[src/rtl/cmd_host_seq.sv]
// rtl/cmd_host_seq.sv - queued host command sequencer over UART 8N1 with response ack/timeout check
//
// Queues up to FIFO_DEPTH commands ({opcode, DATA_BYTES payload}), sends each one
// as UART 8N1 frames (opcode first, then payload MSB byte first), then waits for a
// one-byte response and reports ack_ok or a sticky error per command.
//
// Optional macro: RETRY_EN - retransmit a failed command up to MAX_RETRY times
// before raising err. Without it, MAX_RETRY has no effect.
//
// Ports:
//   clk, rst_n            clock, asynchronous active-low reset
//   cmd, data, send_cmd   command to enqueue and its 1-cycle enqueue strobe
//   cmd_full, cmd_cnt     queue full flag, entries waiting (in-flight one excluded)
//   busy                  a command is being transmitted or awaiting its response
//   TX, RX                UART serial out (idle high) / serial in (asynchronous)
//   resp, resp_rdy        last received byte, sticky received flag
//   clr_resp_rdy          clears resp_rdy
//   ack_ok                1-cycle pulse when the in-flight command is acknowledged
//   err, err_code         sticky error flag, first error cause (01 NAK, 10 timeout)
//   clr_err               clears err and err_code
module cmd_host_seq #(
    parameter int         DATA_BYTES = 2,
    parameter int         FIFO_DEPTH = 4,
    parameter int         BAUD_DIV   = 2604,
    parameter int         TIMEOUT    = 500000,
    parameter logic [7:0] POS_ACK    = 8'hA5,
    parameter int         MAX_RETRY  = 2
) (
    input  logic                          clk,
    input  logic                          rst_n,
    input  logic [7:0]                    cmd,
    input  logic [8*DATA_BYTES-1:0]       data,
    input  logic                          send_cmd,
    output logic                          cmd_full,
    output logic [$clog2(FIFO_DEPTH):0]   cmd_cnt,
    output logic                          busy,
    output logic                          TX,
    input  logic                          RX,
    output logic [7:0]                    resp,
    output logic                          resp_rdy,
    input  logic                          clr_resp_rdy,
    output logic                          ack_ok,
    output logic                          err,
    output logic [1:0]                    err_code,
    input  logic                          clr_err
);

    localparam int W  = 8 * (DATA_BYTES + 1);
    localparam int AW = $clog2(FIFO_DEPTH);
    localparam int CW = AW + 1;
    localparam int BW = $clog2(BAUD_DIV + 1);
    localparam int TW = $clog2(TIMEOUT + 1);

`ifdef RETRY_EN
    localparam int RETRY_LIMIT = MAX_RETRY;
`else
    // No retransmission: every failure is final.
    localparam int RETRY_LIMIT = 0 * MAX_RETRY;
`endif

    typedef enum logic [1:0] {
        S_IDLE,
        S_TX_BYTE,
        S_TX_WAIT,
        S_RESP_WAIT
    } state_t;

    state_t state, state_n;

    // ---------------- command queue ----------------
    logic [W-1:0]  fifo_mem [FIFO_DEPTH];
    logic [AW-1:0] wr_ptr, rd_ptr;
    logic [CW-1:0] count;
    logic          push, pop;

    assign cmd_full = (count == CW'(FIFO_DEPTH));
    assign cmd_cnt  = count;
    assign push     = send_cmd && !cmd_full;

    always_ff @(posedge clk) begin
        if (push) begin
            fifo_mem[wr_ptr] <= {cmd, data};
        end
    end

    always_ff @(posedge clk or negedge rst_n) begin
        if (!rst_n) begin
            wr_ptr <= '0;
            rd_ptr <= '0;
            count  <= '0;
        end else begin
            if (push) wr_ptr <= wr_ptr + AW'(1);
            if (pop)  rd_ptr <= rd_ptr + AW'(1);
            if (push && !pop)      count <= count + CW'(1);
            else if (pop && !push) count <= count - CW'(1);
        end
    end

    // ---------------- receiver ----------------
    logic          rx_s1, rx_s2, rx_prev;
    logic          rx_active;
    logic [3:0]    rx_bit;
    logic [BW-1:0] rx_baud;
    logic [7:0]    rx_shift;
    logic          rx_done;

    // rx_bit 0 is the start bit, 1..8 data, 9 stop; a byte is valid only if the
    // stop bit samples high.
    assign rx_done = rx_active && (rx_bit == 4'd9) && (rx_baud == BW'(BAUD_DIV - 1)) && rx_s2;

    always_ff @(posedge clk or negedge rst_n) begin
        if (!rst_n) begin
            rx_s1     <= 1'b1;
            rx_s2     <= 1'b1;
            rx_prev   <= 1'b1;
            rx_active <= 1'b0;
            rx_bit    <= '0;
            rx_baud   <= '0;
            rx_shift  <= '0;
        end else begin
            rx_s1   <= RX;
            rx_s2   <= rx_s1;
            rx_prev <= rx_s2;
            if (!rx_active) begin
                if (rx_prev && !rx_s2) begin
                    rx_active <= 1'b1;
                    rx_bit    <= '0;
                    rx_baud   <= '0;
                end
            end else if (rx_bit == 4'd0) begin
                // Half a bit after the falling edge: the line must still be low.
                if (rx_baud == BW'(BAUD_DIV / 2 - 1)) begin
                    if (rx_s2) begin
                        rx_active <= 1'b0;
                    end else begin
                        rx_bit  <= 4'd1;
                        rx_baud <= '0;
                    end
                end else begin
                    rx_baud <= rx_baud + BW'(1);
                end
            end else if (rx_baud == BW'(BAUD_DIV - 1)) begin
                rx_baud <= '0;
                if (rx_bit == 4'd9) begin
                    rx_active <= 1'b0;
                end else begin
                    rx_shift <= {rx_s2, rx_shift[7:1]};
                    rx_bit   <= rx_bit + 4'd1;
                end
            end else begin
                rx_baud <= rx_baud + BW'(1);
            end
        end
    end

    // ---------------- transmit / response sequencer ----------------
    logic [W-1:0]  cmd_hold;
    logic [2:0]    byte_idx;
    logic [7:0]    cur_byte;
    logic [9:0]    tx_frame;
    logic [3:0]    tx_bit;
    logic [BW-1:0] tx_baud;
    logic [TW-1:0] to_cnt;
    logic [7:0]    retry_cnt;
    logic          last_byte, to_hit;
    logic          retry, ack_set, err_set;
    logic [1:0]    err_kind;

    // byte_idx has already advanced past the byte on the wire while in TX_WAIT.
    assign last_byte = (byte_idx == 3'(DATA_BYTES + 1));
    // The timeout is frozen while a response byte is being received.
    assign to_hit    = !rx_active && (to_cnt == TW'(TIMEOUT - 1));
    assign busy      = (state != S_IDLE);
    assign TX        = (state == S_TX_WAIT) ? tx_frame[0] : 1'b1;

    always_comb begin
        cur_byte = cmd_hold[W-1 -: 8];
        for (int i = 1; i <= DATA_BYTES; i++) begin
            if (byte_idx == 3'(i)) cur_byte = cmd_hold[W-1-8*i -: 8];
        end
    end

    always_comb begin
        state_n  = state;
        pop      = 1'b0;
        retry    = 1'b0;
        ack_set  = 1'b0;
        err_set  = 1'b0;
        err_kind = 2'b00;
        case (state)
            S_IDLE: begin
                if (count != '0) begin
                    pop     = 1'b1;
                    state_n = S_TX_BYTE;
                end
            end
            S_TX_BYTE: state_n = S_TX_WAIT;
            S_TX_WAIT: begin
                // Between bytes the stop bit ends one cycle early; the TX_BYTE
                // cycle (line held high) completes it, so frames stay gapless.
                if (tx_bit == 4'd9) begin
                    if (!last_byte && tx_baud == BW'(BAUD_DIV - 2))
                        state_n = S_TX_BYTE;
                    else if (last_byte && tx_baud == BW'(BAUD_DIV - 1))
                        state_n = S_RESP_WAIT;
                end
            end
            S_RESP_WAIT: begin
                if (rx_done || to_hit) begin
                    err_kind = rx_done ? 2'b01 : 2'b10;
                    if (rx_done && rx_shift == POS_ACK) begin
                        ack_set = 1'b1;
                        state_n = S_IDLE;
                    end else if (retry_cnt != 8'(RETRY_LIMIT)) begin
                        retry   = 1'b1;
                        state_n = S_TX_BYTE;
                    end else begin
                        err_set = 1'b1;
                        state_n = S_IDLE;
                    end
                end
            end
            default: state_n = S_IDLE;
        endcase
    end

    always_ff @(posedge clk or negedge rst_n) begin
        if (!rst_n) begin
            state     <= S_IDLE;
            cmd_hold  <= '0;
            byte_idx  <= '0;
            tx_frame  <= '1;
            tx_bit    <= '0;
            tx_baud   <= '0;
            to_cnt    <= '0;
            retry_cnt <= '0;
            ack_ok    <= 1'b0;
            err       <= 1'b0;
            err_code  <= 2'b00;
            resp      <= '0;
            resp_rdy  <= 1'b0;
        end else begin
            state  <= state_n;
            ack_ok <= ack_set;
            case (state)
                S_IDLE: begin
                    if (pop) begin
                        cmd_hold  <= fifo_mem[rd_ptr];
                        byte_idx  <= '0;
                        retry_cnt <= '0;
                    end
                end
                S_TX_BYTE: begin
                    tx_frame <= {1'b1, cur_byte, 1'b0};
                    tx_bit   <= '0;
                    tx_baud  <= '0;
                    byte_idx <= byte_idx + 3'd1;
                end
                S_TX_WAIT: begin
                    to_cnt <= '0;
                    if (tx_baud == BW'(BAUD_DIV - 1)) begin
                        tx_baud  <= '0;
                        tx_bit   <= tx_bit + 4'd1;
                        tx_frame <= {1'b1, tx_frame[9:1]};
                    end else begin
                        tx_baud <= tx_baud + BW'(1);
                    end
                end
                S_RESP_WAIT: begin
                    if (retry) begin
                        byte_idx  <= '0;
                        retry_cnt <= retry_cnt + 8'd1;
                    end else if (!rx_active) begin
                        to_cnt <= to_cnt + TW'(1);
                    end
                end
                default: ;
            endcase

            if (err_set) begin
                err <= 1'b1;
                if (!err) err_code <= err_kind;
            end else if (clr_err) begin
                err      <= 1'b0;
                err_code <= 2'b00;
            end

            if (rx_done) begin
                resp     <= rx_shift;
                resp_rdy <= 1'b1;
            end else if (clr_resp_rdy) begin
                resp_rdy <= 1'b0;
            end
        end
    end

endmodule

[config.mk]
export PLATFORM = sky130hd
export DESIGN_NAME = cmd_host_seq
export DESIGN_NICKNAME = d
export VERILOG_FILES = /design/src/rtl/cmd_host_seq.sv
export SDC_FILE = /design/constraint.sdc
export NUM_CORES = 1
export LEC_CHECK = 0
export CORE_UTILIZATION = 42
export DETAILED_ROUTE_END_ITERATION = 16
export SKIP_CTS_REPAIR_TIMING = 1
export SYNTH_ARGS = -nofsm -noshare
export SYNTH_HDL_FRONTEND = slang
export SYNTH_SLANG_ARGS = --single-unit
[constraint.sdc]
create_clock -name clk -period 2.9 [get_ports clk]
set_input_delay 0.87 -clock clk [delete_from_list [all_inputs] [get_ports clk]]
set_output_delay 0.87 -clock clk [all_outputs]
set_load 0.01 [all_outputs]
* Word level (Yosys, flattened, before mapping)
Memory sizes are Yosys's and may differ from the RTL's. A register that Yosys moved wholly into a read port is not among the register bits.
Index checks and enable logic that the tools add are counted.
** Operators by class
- Shifts and indexed selects :: 0
- Bitwise logic cells :: 2
- Multipliers :: 0
- Div/mod/pow operators :: 0
- Reduce and logical (&&, ||, !) cells :: 42
- Multiplexer cells :: 73
- Equality and inequality tests :: 30
- $add $sub $neg :: 11
- Magnitude comparators :: 0
** Operators with widths (count)
- 12-bit two-way mux :: 7
- 19-bit two-way mux :: 2
- 19-bit one-hot mux with 2 select lines :: 1
- 12-bit == test (second input constant) :: 3
- 4-bit two-way mux :: 8
- 8-bit two-way mux :: 4
- 1-bit two-way mux :: 29
- 12-bit by 1-bit adder with 12-bit output (second input constant) :: 2
- 12-bit one-hot mux with 2 select lines :: 1
- 2-bit two-way mux :: 11
- 10-bit one-hot mux with 2 select lines :: 1
- 19-bit by 1-bit adder with 19-bit output (second input constant) :: 1
- 19-bit == test (second input constant) :: 1
- 8-bit one-hot mux with 2 select lines :: 1
- 2-bit nonzero test :: 8
- 2-bit != test (second input constant) :: 7
- 12-bit by 11-bit == test with 1-bit output (second input constant) :: 1
- 3-bit two-way mux :: 4
- 1-bit logical AND :: 11
- 10-bit two-way mux :: 1
- 3-bit one-hot mux with 3 select lines :: 1
- 3-bit AND reduction :: 3
- 4-bit by 1-bit adder with 4-bit output (second input constant) :: 2
- 8-bit by 1-bit adder with 8-bit output (second input constant) :: 1
- 27 further kinds :: 47
** Storage, ports and cells
- Bits in latches :: 0
- RAM bits :: 96
- Output and inout port bits :: 19
- Memory bits (read-only) :: 0
- Memories kept :: 1
- Input bits :: 30
- Logic and storage cells :: 181
- Register bits :: 106
** Memories
- fifo_mem :: words 4, width 24, read ports 1, clocked after Yosys merged registers in 1, write ports 1, line 71 : logic [W-1:0] fifo_mem [FIFO_DEPTH];

* Longest topological paths before layout
Gate-level depths: netlist (run 1).
- Depth after elaboration :: 10
- Mapped depth :: 10
- Depth with buffers taken out :: 9

* Worst setup path after synthesis (run 1)
OpenSTA, ideal clock, no wires.
- Path type :: reg2reg
- From :: register count[0], in the netlist cmd_cnt[0]
- To :: register count[2], in the netlist cmd_cnt[2]
- Clock period less this slack :: 2785 ps
- Stages on the path, launching flop included :: 9
- Path slack :: 115 ps
- Setup time :: 79 ps
- Arrival :: 2706 ps
- Required time :: 2821 ps
- Path buffers :: 1
- Cell sequence :: dfrtp_1 > o31ai_1 > clkbuf_1 > ha_1 > inv_1 > fa_1 > xor2_1 > nor2_1 > xor2_1
** Between the ends
- Word-level cells in the longest chain between the ends :: 6
- Elaborated cells on any way between the ends :: 15
- Those cells by class :: 2 x add/sub; 1 x eq/ne; 4 x mux; 8 x reduce/logical
** RTL lines
- start, declared :: line 73 : logic [CW-1:0] count;
- start signal, assigned :: line 94 : if (push && !pop) count <= count + CW'(1);
- start signal, assigned :: line 95 : else if (pop && !push) count <= count - CW'(1);
- branches (longest 6 deep; another with 3-bit by 1-bit subtractor with 3-bit output)
Parallel ways; which one is timed is not known. The select of a mux whose other input is x is not followed.
A chain may end at the register's enable or synchronous reset.

* Worst setup path in the final report (run 1)
- From :: register state[0]
- To :: output port TX
** Between the ends
- Word-level cells in the longest chain between the ends :: 2
** RTL lines
- start, declared :: line 68 : state_t state, state_n;
- start signal, assigned :: line 243 : state <= state_n;
- 2-bit == test :: line 174 : assign TX = (state == S_TX_WAIT) ? tx_frame[0] : 1'b1;
- 1-bit two-way mux :: line 174
- end, declared :: line 37 : output logic TX,
No other way between the ends.

==> results of run 1 <==
placed cells by master (no fill, tap or decap), types with 7 or more instances in the layout:
cell	n
dfrtp_1	116
dfstp_2	12
clkdlybuf4s50_1	47
o21ai_0	42
nand2b_1	11
buf_4	20
clkbuf_1	7
a31oi_1	13
and3_1	12
mux2_2	51
nor3_1	13
inv_1	27
a21oi_1	21
a22oi_1	10
edfxtp_1	96
clkbuf_16	26
nor2_1	41
and2_1	11
mux2i_1	7
ha_1	25
nand2_1	75
nand3_1	35
mux4_2	24
xnor2_1	12
xor2_1	8
state kept, by name, summed over array words and instances (netlist names), 3 cells and up:
signal / flops
byte_idx: 3
cmd_cnt: 3
cmd_hold: 24
fifo_mem: 96
resp: 8
retry_cnt: 8
rx_baud: 12
rx_bit: 4
rx_shift: 8
to_cnt: 19
tx_baud: 12
tx_bit: 4
tx_frame: 9
cell families (layout without fill, tap and decap cells):
logic type / after synthesis / in the layout
AOI/OAI and AO/OA: 115 / 115
xor gates and xnor gates: 20 / 20
adders and majority gates: 27 / 27
buffers and inverters: 54 / 149
DFF: 225 / 225
muxes: 82 / 82
and+or+nand+nor: 256 / 256
worst paths after layout:
check,start,to,cells past startpoint
setup / recovery,state[0],TX,4
hold / removal,rst_n,to_cnt[13],1
setup reg to reg,rx_bit[0],rx_bit[3],8
hold reg to reg,rx_s1,rx_s2,0
max in group asynchronous,rst_n,cmd_hold[14],2
min in group clk,rx_s1,rx_s2,0
cell type report:
class	count	area, µm²
fillers	2061	11500
well taps	319	399
clock buffers	39	759
inverters	29	109
clock inverters	7	103
repair buffers	74	752
flip-flops and latches	225	6130
multi-input cells	500	3790
power by group through the flow:
stage               combinational, µW  clock (µW)  sequential, µW
floorplan                        2050           0            4340
global placement                 2930           0            4430
detailed placement               2950           0            4450
CTS                              2960        3340            4390
global route                     3270        3460            4470
finish                           2930        3250            4390
per-layer routing:
layer	up-vias	global-route usage (%)	routed length (µm)
met5	-	0	0
met4	0	4.30	454
met3	32	2.51	606
met2	98	28.0	9270
met1	3157	22.5	9090
li1	3032	-	-
Yosys cell counts (3+ instances only):
cell	n	area [µm²]
nor4bb_1	3	30.0
mux4_2	24	541
nor4_1	4	25.0
or3_1	3	18.8
xor2_1	8	70.1
buf_1	3	11.3
nor2_1	41	154
nor2b_1	5	31.3
inv_1	28	105
dfstp_2	12	315
nand3_1	35	175
and4_1	4	35.0
mux2i_1	7	70.1
a21oi_1	21	105
or4b_1	3	30.0
a21o_1	6	45.0
o22a_1	4	35.0
nand2_1	75	282
nor3b_1	3	22.5
a31oi_1	13	81.3
dfrtp_1	117	2930
o21ai_0	42	210
nand3b_1	5	37.5
nand4b_1	3	26.3
mux2_2	51	574
nor4b_1	5	43.8
and3_1	12	75.1
clkbuf_1	20	75.1
xnor2_1	12	105
nand4_1	6	37.5
nand2b_1	11	68.8
ha_1	26	325
a22oi_1	10	75.1
nor3_1	13	65.1
o21ai_1	5	25.0
edfxtp_1	96	2880
and2_1	11	68.8
stage by stage:
step	setup TNS [ns]	power [µW]	worst slack, ns	instance area [µm²]	hold WS (ns)
floorplan	0	6380	0.115	10100	0.345
global placement	0	7360	0.275	11200	0.359
detailed placement	0	7410	0.245	11200	0.358
CTS	-0.0528	10700	-0.0528	12000	0.320
global route	0	11200	0.0508	12000	0.342
finish	0	10600	0.127	12000	0.306
==> key figures, run 1 <==
GRT
  • Initial antenna violation count: 0
  • Largest net degree at the start of global routing: 56
  • GRT overflow: 0
  • First-pass GRT wire length: between 30000 and 40000 µm
  • Total GRT Usage: 16.6%
  • Vias in the first global route: 6299

Synthesis
  • Xor and xnor area share after synthesis: approximately 1.7%
  • Post-Syn Nets: ~840
  • Number of synthesized flops with an enable pin: 96
  • YS warnings: 0
  • Synth Register Bits: approximately 230
  • Syn Area/Cell: 13.0 µm²
  • Yosys cell types: 62
  • Compound-Gate Fraction of Synth Area: under 10%
  • Simple-Gate Fraction of Synth Area: 13.4%
  • Post-synthesis cell area: approximately 10000 µm²
  • Mapped Cells: around 780
  • Seq/Total Area, Yosys: between 60% and 70%
  • Post-synth ARST share: between 50% and 60%
  • Multiplexer share of the synthesized area: 11.7%
  • Commonest register cell after synthesis: dfrtp_1
  • Synth Area in Adders: about 3.4%
  • Largest family of logic cells by synthesized area: simple AND/OR/NAND/NOR gates

Setup path
  • CP Buf/Inv Count: 2
  • CP peak stage delay: roughly 0.54 ns
  • Setup slack, reg-to-reg: ~0.28 ns
  • WS Path Type: reg -> out
  • Crit-path cells: inv_2, ha_1, nand2b_1, clkdlybuf4s50_1
  • Worst path required time: between 2 and 2.5 ns
  • Critical path peak fanout: 5
  • CP top delay family: buffers and inverters
  • Arr. time, crit path: roughly 1.9 ns
  • Critical Path Source Type: register
  • Worst path slowest cell: clkdlybuf4s50_1
  • CP Capture Type: output pin

Power
  • PwrDens: a little under 900 nW/µm²
  • Max IR drop VDD: between 0.0005 and 0.0006 V
  • Pleak: 0.00474 µW
  • Pint: 7430 µW
  • Switching pwr: about 3100 µW
  • Flop pwr share: a little over two fifths
  • Clock share of power: between 30% and 40%
  • Switching share of power: approximately 30%
  • Comb power frac: around 28%

Final layout
  • Layout cells sized above 1: around a fifth
  • Diodes inserted: 0
  • Util after Layout: 51.1%
  • Layout Nets: between 900 and 1000
  • Area Overhead vs Synth: 19.3%
  • Final Instance Count excl. Fillers: approximately 1200

Clocking
  • Reg clk slew, reported paths: around 0.060 ns
  • CTS Sinks: roughly 230
  • CTS max path bufs: 3
  • Root buf cell: clkbuf_16
  • TritonCTS clock tree: done
  • Clk_lat worst skew: 0.53 ns
  • H-tree Lvls: 1
  • CTS buffer count: 25

Route
  • Via-per-instance ratio: about 5.3
  • Via count: between 6000 and 7000
  • Wire per inst: around 16 µm
  • Antenna-violating nets left: 0
  • DR pass1 iterations: 4
  • Iter 0 DRT Violations: 394
  • WL final: slightly below 20000 µm
  • Residual DRC: 0

STA
  • Pins Over Slew Limit: 0
  • Final worst-path cycle share: 95.6%
  • Layout Skew: 0.00934 ns
  • Worst slew pin tran: 0.634 ns
  • Slew margin rel.: about 58%
  • Final hold vios: 0
  • Finish-stage setup viols: 0
  • Period minus WS final: approximately 2.8 ns
  • Fmax: between 300 and 400 MHz
  • Unrepaired setup endpoints after global routing: false

Die
  • Core footprint: about 24000 µm²
  • Chip width: ~160 µm
  • Number of I/O pins: 49
  • Cell Rows: 56
  • Die area: 24700 µm²
  • Initial core utilization: between 40% and 50%
  • Die H: about 160 µm

Placement
  • Number of port buffers: between 40 and 50
  • HPWL Detailed: approximately 13000 µm
  • Placed Instances: about 1100
  • Routability cong.: between 0.8 and 0.9

Job
  • Max-cap violations: 0

Outcome
  • Outcome: complete, no violations

Worst hold path
  • Hold Path Class: in -> async
Note: power is estimated with default switching activity, not from simulation.
==> run 2, diff against run 1 <==
GPL_ROUTABILITY_DRIVEN = 0   (was unset)
==> results of run 2 <==
No change in the layout: final DEF, timing and power equal those of run 1.
